File: src/rtl/tipi_rpi_master.sv
// Pi-side initiator of the TIPI serial register link.
// Turns one-byte register commands into r_clk/r_le/r_rt/r_cd/r_dout
// sequences and samples r_din; stands in for the Raspberry Pi on-chip.
module tipi_rpi_master #(
    parameter int unsigned CLK_DIV = 4
) (
    input  logic       clk,
    input  logic       reset,
    input  logic       cmd_valid,
    output logic       cmd_ready,
    input  logic       cmd_write,
    input  logic       cmd_ctrl,
    input  logic [7:0] cmd_wdata,
    output logic       rsp_valid,
    output logic [7:0] rsp_rdata,
    output logic       rsp_parity_err,
    output logic       busy,
    output logic       r_clk,
    output logic       r_cd,
    output logic       r_dout,
    output logic       r_le,
    output logic       r_rt,
    input  logic       r_din,
    input  logic       r_reset
);

    localparam int unsigned DIV_W = (CLK_DIV > 1) ? $clog2(CLK_DIV) : 1;

    typedef enum logic [2:0] {
        IDLE  = 3'd0,
        SETUP = 3'd1,
        LOAD  = 3'd2,
        SHIFT = 3'd3,
        LATCH = 3'd4,
        DONE  = 3'd5
    } state_t;

    state_t             state, state_d;
    logic [DIV_W-1:0]   div_cnt, div_d;
    logic [2:0]         bit_cnt, bit_d;
    logic               clk_d;
    logic               is_write, is_write_d;
    logic [7:0]         wdata, wdata_d;
    logic [7:0]         rshift, rshift_d;
    logic [7:0]         rsp_rdata_d;
    logic               parity_d;
    logic               r_rt_d, r_cd_d, r_le_d, r_dout_d;
    logic               busy_d, rsp_valid_d;
    logic               accept, half_end, pulse_end;

    assign cmd_ready = (state == IDLE) & r_reset;
    assign accept    = cmd_valid & cmd_ready;
    assign half_end  = (div_cnt == DIV_W'(CLK_DIV - 1));
    // last clk cycle of a high phase: r_din sample point and pulse boundary
    assign pulse_end = r_clk & half_end;

    // State, counters and registered outputs
    always_ff @(posedge clk) begin
        if (reset) begin
            state          <= IDLE;
            div_cnt        <= '0;
            bit_cnt        <= 3'd0;
            r_clk          <= 1'b0;
            is_write       <= 1'b0;
            wdata          <= 8'h00;
            rshift         <= 8'h00;
            rsp_rdata      <= 8'h00;
            rsp_parity_err <= 1'b0;
            r_rt           <= 1'b0;
            r_cd           <= 1'b0;
            r_le           <= 1'b0;
            r_dout         <= 1'b0;
            busy           <= 1'b0;
            rsp_valid      <= 1'b0;
        end else begin
            state          <= state_d;
            div_cnt        <= div_d;
            bit_cnt        <= bit_d;
            r_clk          <= clk_d;
            is_write       <= is_write_d;
            wdata          <= wdata_d;
            rshift         <= rshift_d;
            rsp_rdata      <= rsp_rdata_d;
            rsp_parity_err <= parity_d;
            r_rt           <= r_rt_d;
            r_cd           <= r_cd_d;
            r_le           <= r_le_d;
            r_dout         <= r_dout_d;
            busy           <= busy_d;
            rsp_valid      <= rsp_valid_d;
        end
    end

    // Next state, half-period divider, link clock and bit counter
    always_comb begin
        state_d = state;
        div_d   = div_cnt;
        bit_d   = bit_cnt;
        clk_d   = r_clk;
        case (state)
            IDLE: begin
                div_d = '0;
                if (accept) state_d = SETUP;
            end
            SETUP: begin
                if (half_end) begin
                    div_d = '0;
                    if (is_write) begin
                        state_d = SHIFT;
                        bit_d   = bit_cnt - 3'd1;  // 0 -> 7 on entry to SHIFT
                    end else begin
                        state_d = LOAD;
                    end
                end else begin
                    div_d = div_cnt + DIV_W'(1);
                end
            end
            LOAD, SHIFT, LATCH: begin
                if (half_end) begin
                    div_d = '0;
                    clk_d = ~r_clk;
                    if (r_clk) begin
                        case (state)
                            LOAD: begin
                                state_d = SHIFT;
                                bit_d   = bit_cnt - 3'd1;
                            end
                            SHIFT: begin
                                if (bit_cnt == 3'd0) state_d = is_write ? LATCH : DONE;
                                else                 bit_d   = bit_cnt - 3'd1;
                            end
                            default: state_d = DONE;
                        endcase
                    end
                end else begin
                    div_d = div_cnt + DIV_W'(1);
                end
            end
            DONE:    state_d = IDLE;
            default: state_d = IDLE;
        endcase
        // TI-side link reset aborts any transfer at the next edge
        if (!r_reset && (state != IDLE)) begin
            state_d = IDLE;
            div_d   = '0;
            bit_d   = 3'd0;
            clk_d   = 1'b0;
        end
    end

    // Next values of captured command, shift data and link/response outputs
    always_comb begin
        is_write_d  = is_write;
        wdata_d     = wdata;
        rshift_d    = rshift;
        rsp_rdata_d = rsp_rdata;
        parity_d    = rsp_parity_err;
        r_rt_d      = r_rt;
        r_cd_d      = r_cd;
        if (accept) begin
            is_write_d = cmd_write;
            wdata_d    = cmd_wdata;
            r_rt_d     = ~cmd_write;
            r_cd_d     = ~cmd_ctrl;
            parity_d   = 1'b0;
        end
        if (pulse_end && (state == SHIFT) && !is_write)
            rshift_d = {rshift[6:0], r_din};
        if (pulse_end && (state == LATCH))
            parity_d = (r_din != ^wdata);
        if ((state_d == DONE) && !is_write)
            rsp_rdata_d = rshift_d;
        r_le_d      = (state_d == LOAD) || (state_d == LATCH);
        r_dout_d    = (state_d == SHIFT) && is_write && wdata[bit_d];
        busy_d      = (state_d != IDLE);
        rsp_valid_d = (state_d == DONE);
    end

endmodule

File: config.mk
export PLATFORM = sky130hd
export DESIGN_NAME = tipi_rpi_master
export DESIGN_NICKNAME = d
export VERILOG_FILES = /design/src/rtl/tipi_rpi_master.sv
export SDC_FILE = /design/constraint.sdc
export NUM_CORES = 1
export LEC_CHECK = 0
export CAP_MARGIN = 30
export CORE_ASPECT_RATIO = 1.4
export CORE_MARGIN = 2
export CORE_UTILIZATION = 53
export DETAILED_ROUTE_END_ITERATION = 7
export PLACE_DENSITY = 0.78
export SLEW_MARGIN = 30
export SYNTH_ARGS = -nofsm -noshare
export SYNTH_HDL_FRONTEND = slang
export SYNTH_SLANG_ARGS = --single-unit
File: constraint.sdc
create_clock -name clk -period 2.64 [get_ports clk]
set_input_delay 0.528 -clock clk [delete_from_list [all_inputs] [get_ports clk]]
set_output_delay 0.528 -clock clk [all_outputs]
set_load 0.03 [all_outputs]
==> metrics, run 1 <==
outcome finished clean; H-tree lvl count 2; number of port buffers 31; most frequent cells after synthesis dfxtp_1, nor2_1, nand2_1; Overall Global Routing Usage 20.1%; Synth Area in Adders 1.87%; Skew-Pair Late Insertion Delay 0.30 ns; path depth of the worst reg2reg path 6; Syn Inst Count 216; PnR worst setup slack 0.185 ns; Layout Cells excl Fill 291; I/O pin cnt 32; CP Capture Type register; Pleak around 0.00097 uW; Max Cap Viol 0; largest vdd supply drop 377 uV; CP arrival 2.64 ns; count of final setup violators 0; Synth Area per Inst slightly above 9 um^2; cts hold-fix bufs 0; WL final 3800 um; FILL cells 302; Worst Clk Skew approximately 0.0088 ns; Power Total about 1300 uW; CP required 2.82 ns; top cell type's share of synthesized area just over 40%; Post-DP HPWL ~2800 um; post-DR vias/cell approximately 5.4; largest family of logic cells by synthesized area simple AND/OR/NAND/NOR gates; CTS Buf Count 5; routed wire length per instance 13.1 um; Synth Area in XOR/XNOR 4.18%; DRC viols 0; initial antenna violation count 0; Yosys top cell by area dfxtp_1; RSZ-0062 raised after global routing no; Post-Syn Area approximately 2000 um^2; final hold vios 0; relative slew slack between 60 and 70%; vias in the first global route roughly 1.6k; Synth async-reset ratio 0%; Hold Path Depth 2; hold crit path type register to register; Final Critical Period 2.46 ns; syn nets 234; total grt overflow 0; critical path class register to register; Die Span Y 76.8 um; FMAX 407 MHz; Worst-path clk slew about 0.080 ns; setup TNS 0 ns; mux cell area share after synthesis 12.6%; Routed Antenna Nets 0; clock tree buffer depth 2; sequential cell area 821 um^2; power density over cell area 528 nW/um^2; Initial Utilization 55.0%; Setup Fix Bufs, Post-CTS 0; FF+latch count, synth between 40 and 50; multi-input logic area between 1000 and 1500 um^2; Yosys cell types 49; Crit Path Max Fanout 14; ANT cells 0; Synth Area in Simple Gates between 20% and 30%; DRT Pass-1 Iters 4; GP Congestion 0.896; via count between 1.5k and 2k; clk root buf clkbuf_8; largest net degree at the start of global routing between 40 and 50; warning count from the yosys run 0; Resized cells post-CTS 0; pre-CTS setup slack 0.0744 ns; Die X-Extent 56.0 um; post-synthesis sequential area ratio 40.9%; Worst Tran Pin Value 0.534 ns; row count 26; core box area ~3600 um^2; starting DRC count in detailed routing 26; Synth-to-Final Area Change 22.1%; Post-synth EDFFs 0; die area 4300 um^2; most common cell in the synthesized netlist dfxtp_1; Compound-Gate Fraction of Synth Area roughly 13%; share of cells above drive strength 1 13.3%; nets 266; CP Launch Type register; Slew Viols, Final 0; global-route wire length before repair 7030 um; dpl cells 283; Sink Count 41; period utilization 93.0%; top post-synthesis cells by area dfxtp_1, mux2_4, mux2i_1; CTS tree built; top_reg_cell synth dfxtp_1
worst max-delay path, stage by stage (launching register included):
cell and delay, ns:
dfxtp_1 0.45, or3b_4 0.47, o211ai_2 0.15, a221o_1 0.17, o211ai_2 0.13, or3_1 0.59, mux2_4 0.37
per-stage QoR:
stage,utilization [%],instance area (um^2),hold WS (ns)
2_1_floorplan,-,2010,0.460
3_3_place_gp,63.9,2330,0.470
3_5_place_dp,63.9,2330,0.476
4_1_cts,67.2,2450,0.488
5_1_grt,67.2,2450,0.509
6_report,67.2,2450,0.484
logic make-up after synthesis:
family | count (synthesis)
fa+ha+maj | 3
buf+inv | 20
flops | 41
compound gates | 38
xor+xnor | 8
mux | 21
simple gates | 85
layout by cell type, fill, tap and decap left out, types with 3 or more instances in the layout:
master           instances
mux2_4                   8
o21ai_0                  7
dfxtp_1                 41
clkdlybuf4s50_1         30
xor2_1                   3
and2b_1                  9
buf_4                    7
a21oi_1                 15
nor2_1                  26
clkbuf_8                 6
ha_1                     3
inv_1                    8
nand2_1                 24
nand2b_1                 3
and2_1                   3
xnor2_1                  4
nor3_1                   4
mux2i_1                 11
layout make-up:
| type | instances | share of cell area, % |
|---|---|---|
| clock buffer | 6 | 3.37 |
| clock inverter | 2 | 1.53 |
| inverter | 8 | 1.23 |
| timing repair buffer | 37 | 14.4 |
| sequential | 41 | 33.5 |
| multi-input combinational | 155 | 43.8 |
| tap | 42 | 2.15 |
where the power goes:
part	total [uW]	switching, uW	internal (uW)
sequential	642	12.5	629
combinational	120	58.7	61.2
clock	530	223	307
total	1290	294	998
registers in the layout, summed over array words and instances (netlist names):
signal and count:
bit_cnt 3, busy 1, div_cnt 2, is_write 1
r_cd 1, r_clk 1, r_dout 1, r_le 1
r_rt 1, rshift 8, rsp_parity_err 1, rsp_rdata 8
rsp_valid 1, state 3, wdata 8
metal layers:
layer	GRT usage, %	up-vias	wire length (um)
li1	-	804	-
met4	7.38	0	78
met5	0	-	0
met3	5.40	10	140
met1	22.2	716	1630
met2	36.0	34	1950
worst paths after layout:
path         startpoint      endpoint  slack, ns
max            state[1]  rsp_rdata[7]       0.18
min            wdata[5]      wdata[5]       0.48
max reg2reg    state[1]  rsp_rdata[7]       0.18
min reg2reg    wdata[5]      wdata[5]       0.48
Power figures use the tool's default switching activity.
==> inputs of run 2 (changes only) <==
Settings changed: CORE_ASPECT_RATIO 1.4 to not set, CORE_UTILIZATION 53 to 48, PLACE_DENSITY 0.78 to 0.75.
Clock period 2.64 ns to 2.1 ns, I/O delays scaled along.
==> run 2 against run 1 <==
The run now ends with negative setup slack left. Global-route usage is 0.32 points higher. Critical path depth is 2 higher. Clock-buffer cell count is 1 higher. Core utilization is 1.9 points higher. Combinational power is 56% higher. Critical path type unchanged.
==> metrics, run 2 (synthesis gave the netlist of run 1 again) <==
outcome complete, but fails checks; failing checks negative setup slack; CP Capture Type register; Sink Count 41 (unchanged); global-route wire length before repair 7130 um (+1.5%); DRT Pass-1 Iters 4 (unchanged); CP arrival 2.30 ns (-0.34 ns); total grt overflow 0 (unchanged); starting DRC count in detailed routing 76 (+190%); vias in the first global route 1580 (-0.57%); CP cell instances ha_4 > and4b_2 > a32oi_4 > mux2i_2 > buf_4 > mux2i_2 > a221oi_2 > o211a_1; Final Critical Period 2.10 ns (-0.351 ns); Power Total 1580 uW (+23%); via count 1700 (+8.7%); relative slew slack 73.1% (+8.7 points); crit-path most repeated cell mux2i_2; Overall Global Routing Usage 20.4% (+0.32 points); Die Span Y 68.6 um (-11%); clk root buf clkbuf_8; Crit Path Max Fanout 7 (-7); setup TNS -0.00422 ns (-0.00422 ns); Slowest Stage Delay on Critical Path 0.34 ns (-0.25 ns); CTS Buf Count 5 (unchanged); CP required 2.30 ns (-0.52 ns); die area 4710 um^2 (+9.6%); clock tree buffer depth 2 (unchanged); share of cells above drive strength 1 26.5% (+13 points); biggest regs rshift x8, rsp_rdata x8, wdata x8; CP Launch Type register; CTS tree built; Post-DP HPWL 2940 um (+6.9%); Routed Antenna Nets 0 (unchanged); Worst Tran Pin Value 0.403 ns (-0.131 ns); largest net degree at the start of global routing 41 (unchanged); Initial Utilization 50.1% (-4.9 points); Slew Viols, Final 0 (unchanged); PnR worst setup slack -0.00422 ns (-0.189 ns); Max Cap Viol 0 (unchanged); number of port buffers 31 (unchanged); nets 292 (+9.8%); initial antenna violation count 0 (unchanged); power density over cell area 573 nW/um^2 (+8.6%); row count 23 (-12%); count of final setup violators 1 (+1); DRC viols 0 (unchanged); post-DR vias/cell 5.23 (-2.7%); H-tree lvl count 2 (unchanged); routed wire length per instance 13.0 um (-0.71%); FMAX 475 MHz (+17%); final hold vios 0 (unchanged); cell with the largest stage delay on the worst path dfxtp_2; RSZ-0062 raised after global routing yes; largest vdd supply drop 484 uV (+28%); Skew-Pair Late Insertion Delay 0.30 ns (about the same); I/O pin cnt 32 (unchanged); core box area 4000 um^2 (+9.8%); Worst Clk Skew 0.00573 ns (-0.00311 ns); Synth-to-Final Area Change 37.8%; most frequent cells in the layout dfxtp_1, clkdlybuf4s50_1, buf_4; hold crit path type register to register; commonest non-fill, non-tap cell in the layout dfxtp_1; GP Congestion 0.892 (-0.45%); critical path class register to register; period utilization 100% (+7.2 points); cts hold-fix bufs 0 (unchanged); Die X-Extent 68.6 um (+23%); Worst-path clk slew 0.08 ns (about the same); ANT cells 0 (unchanged); WL final 4220 um (+11%); Pleak 0.00111 uW (+14%)
## run 2: cell count changes in the layout (fill, tap and decap cells not counted), sizes merged
| cell | previous run | this run |
|---|---|---|
| bufinv | 1 | 0 |
| clkbuf | 6 | 7 |
| buf | 7 | 33 |
| clkinvlp | 1 | 0 |
| inv | 8 | 9 |
## run 2: critical path, delay by kind of cell (launching register included)
| family | cells | cell delay, ns |
|---|---|---|
| compound gates | 3 | 0.57 |
| fa+ha+maj | 1 | 0.18 |
| buf+inv | 1 | 0.18 |
| flops | 1 | 0.34 |
| mux | 2 | 0.47 |
| simple gates | 1 | 0.27 |
## run 2: timing repair
item,in CTS,in global routing
setup buffers,1,3
setup endpoints to repair,10,9
gates resized for setup,13,8
pin swaps,3,6
## run 2: power breakdown
part	switching, uW	total [uW]	internal, uW
clock network	290	594	304
logic	86.6	187	100
registers	13.5	804	790
## run 2: routing by layer
layer  share of wire, %  track usage, %  vias to the layer above
li1                   -               -                      860
met1                 45            25.7                      791
met2                 49            32.3                       37
met3                3.2            4.38                       12
met4                2.5            11.3                        0
met5                  0               0                        -
## run 2: area by class of cell
class / instances / area [um^2]
Fill cell: 313 / 1240
Sequential cell: 41 / 827
Clock inverter: 1 / 8.76
Timing Repair Buffer: 63 / 577
Multi-Input combinational cell: 155 / 1160
Tap cell: 50 / 62.6
Clock buffer: 7 / 96.3
Inverter: 8 / 30.0
## run 2: worst paths after layout
check,from,end,slack [ns],depth (start not counted)
hold reg to reg,wdata[7],wdata[7],0.49,2
setup reg to reg,div_cnt[1],r_dout,-0.004,8
hold / removal,wdata[7],wdata[7],0.49,2
setup / recovery,div_cnt[1],r_dout,-0.004,8
## run 2: per-stage QoR
step	hold slack [ns]	setup slack, ns	cell area [um^2]	instances	util (%)
after CTS	0.487	-0.00350	2720	323	67.9
after floorplan	0.460	-0.0426	2020	216	-
final	0.495	-0.00422	2760	325	69.1
after global routing	0.516	-0.0891	2760	325	69.1
after global placement	0.476	-0.178	2550	314	63.7
after detailed placement	0.476	-0.205	2550	314	63.7
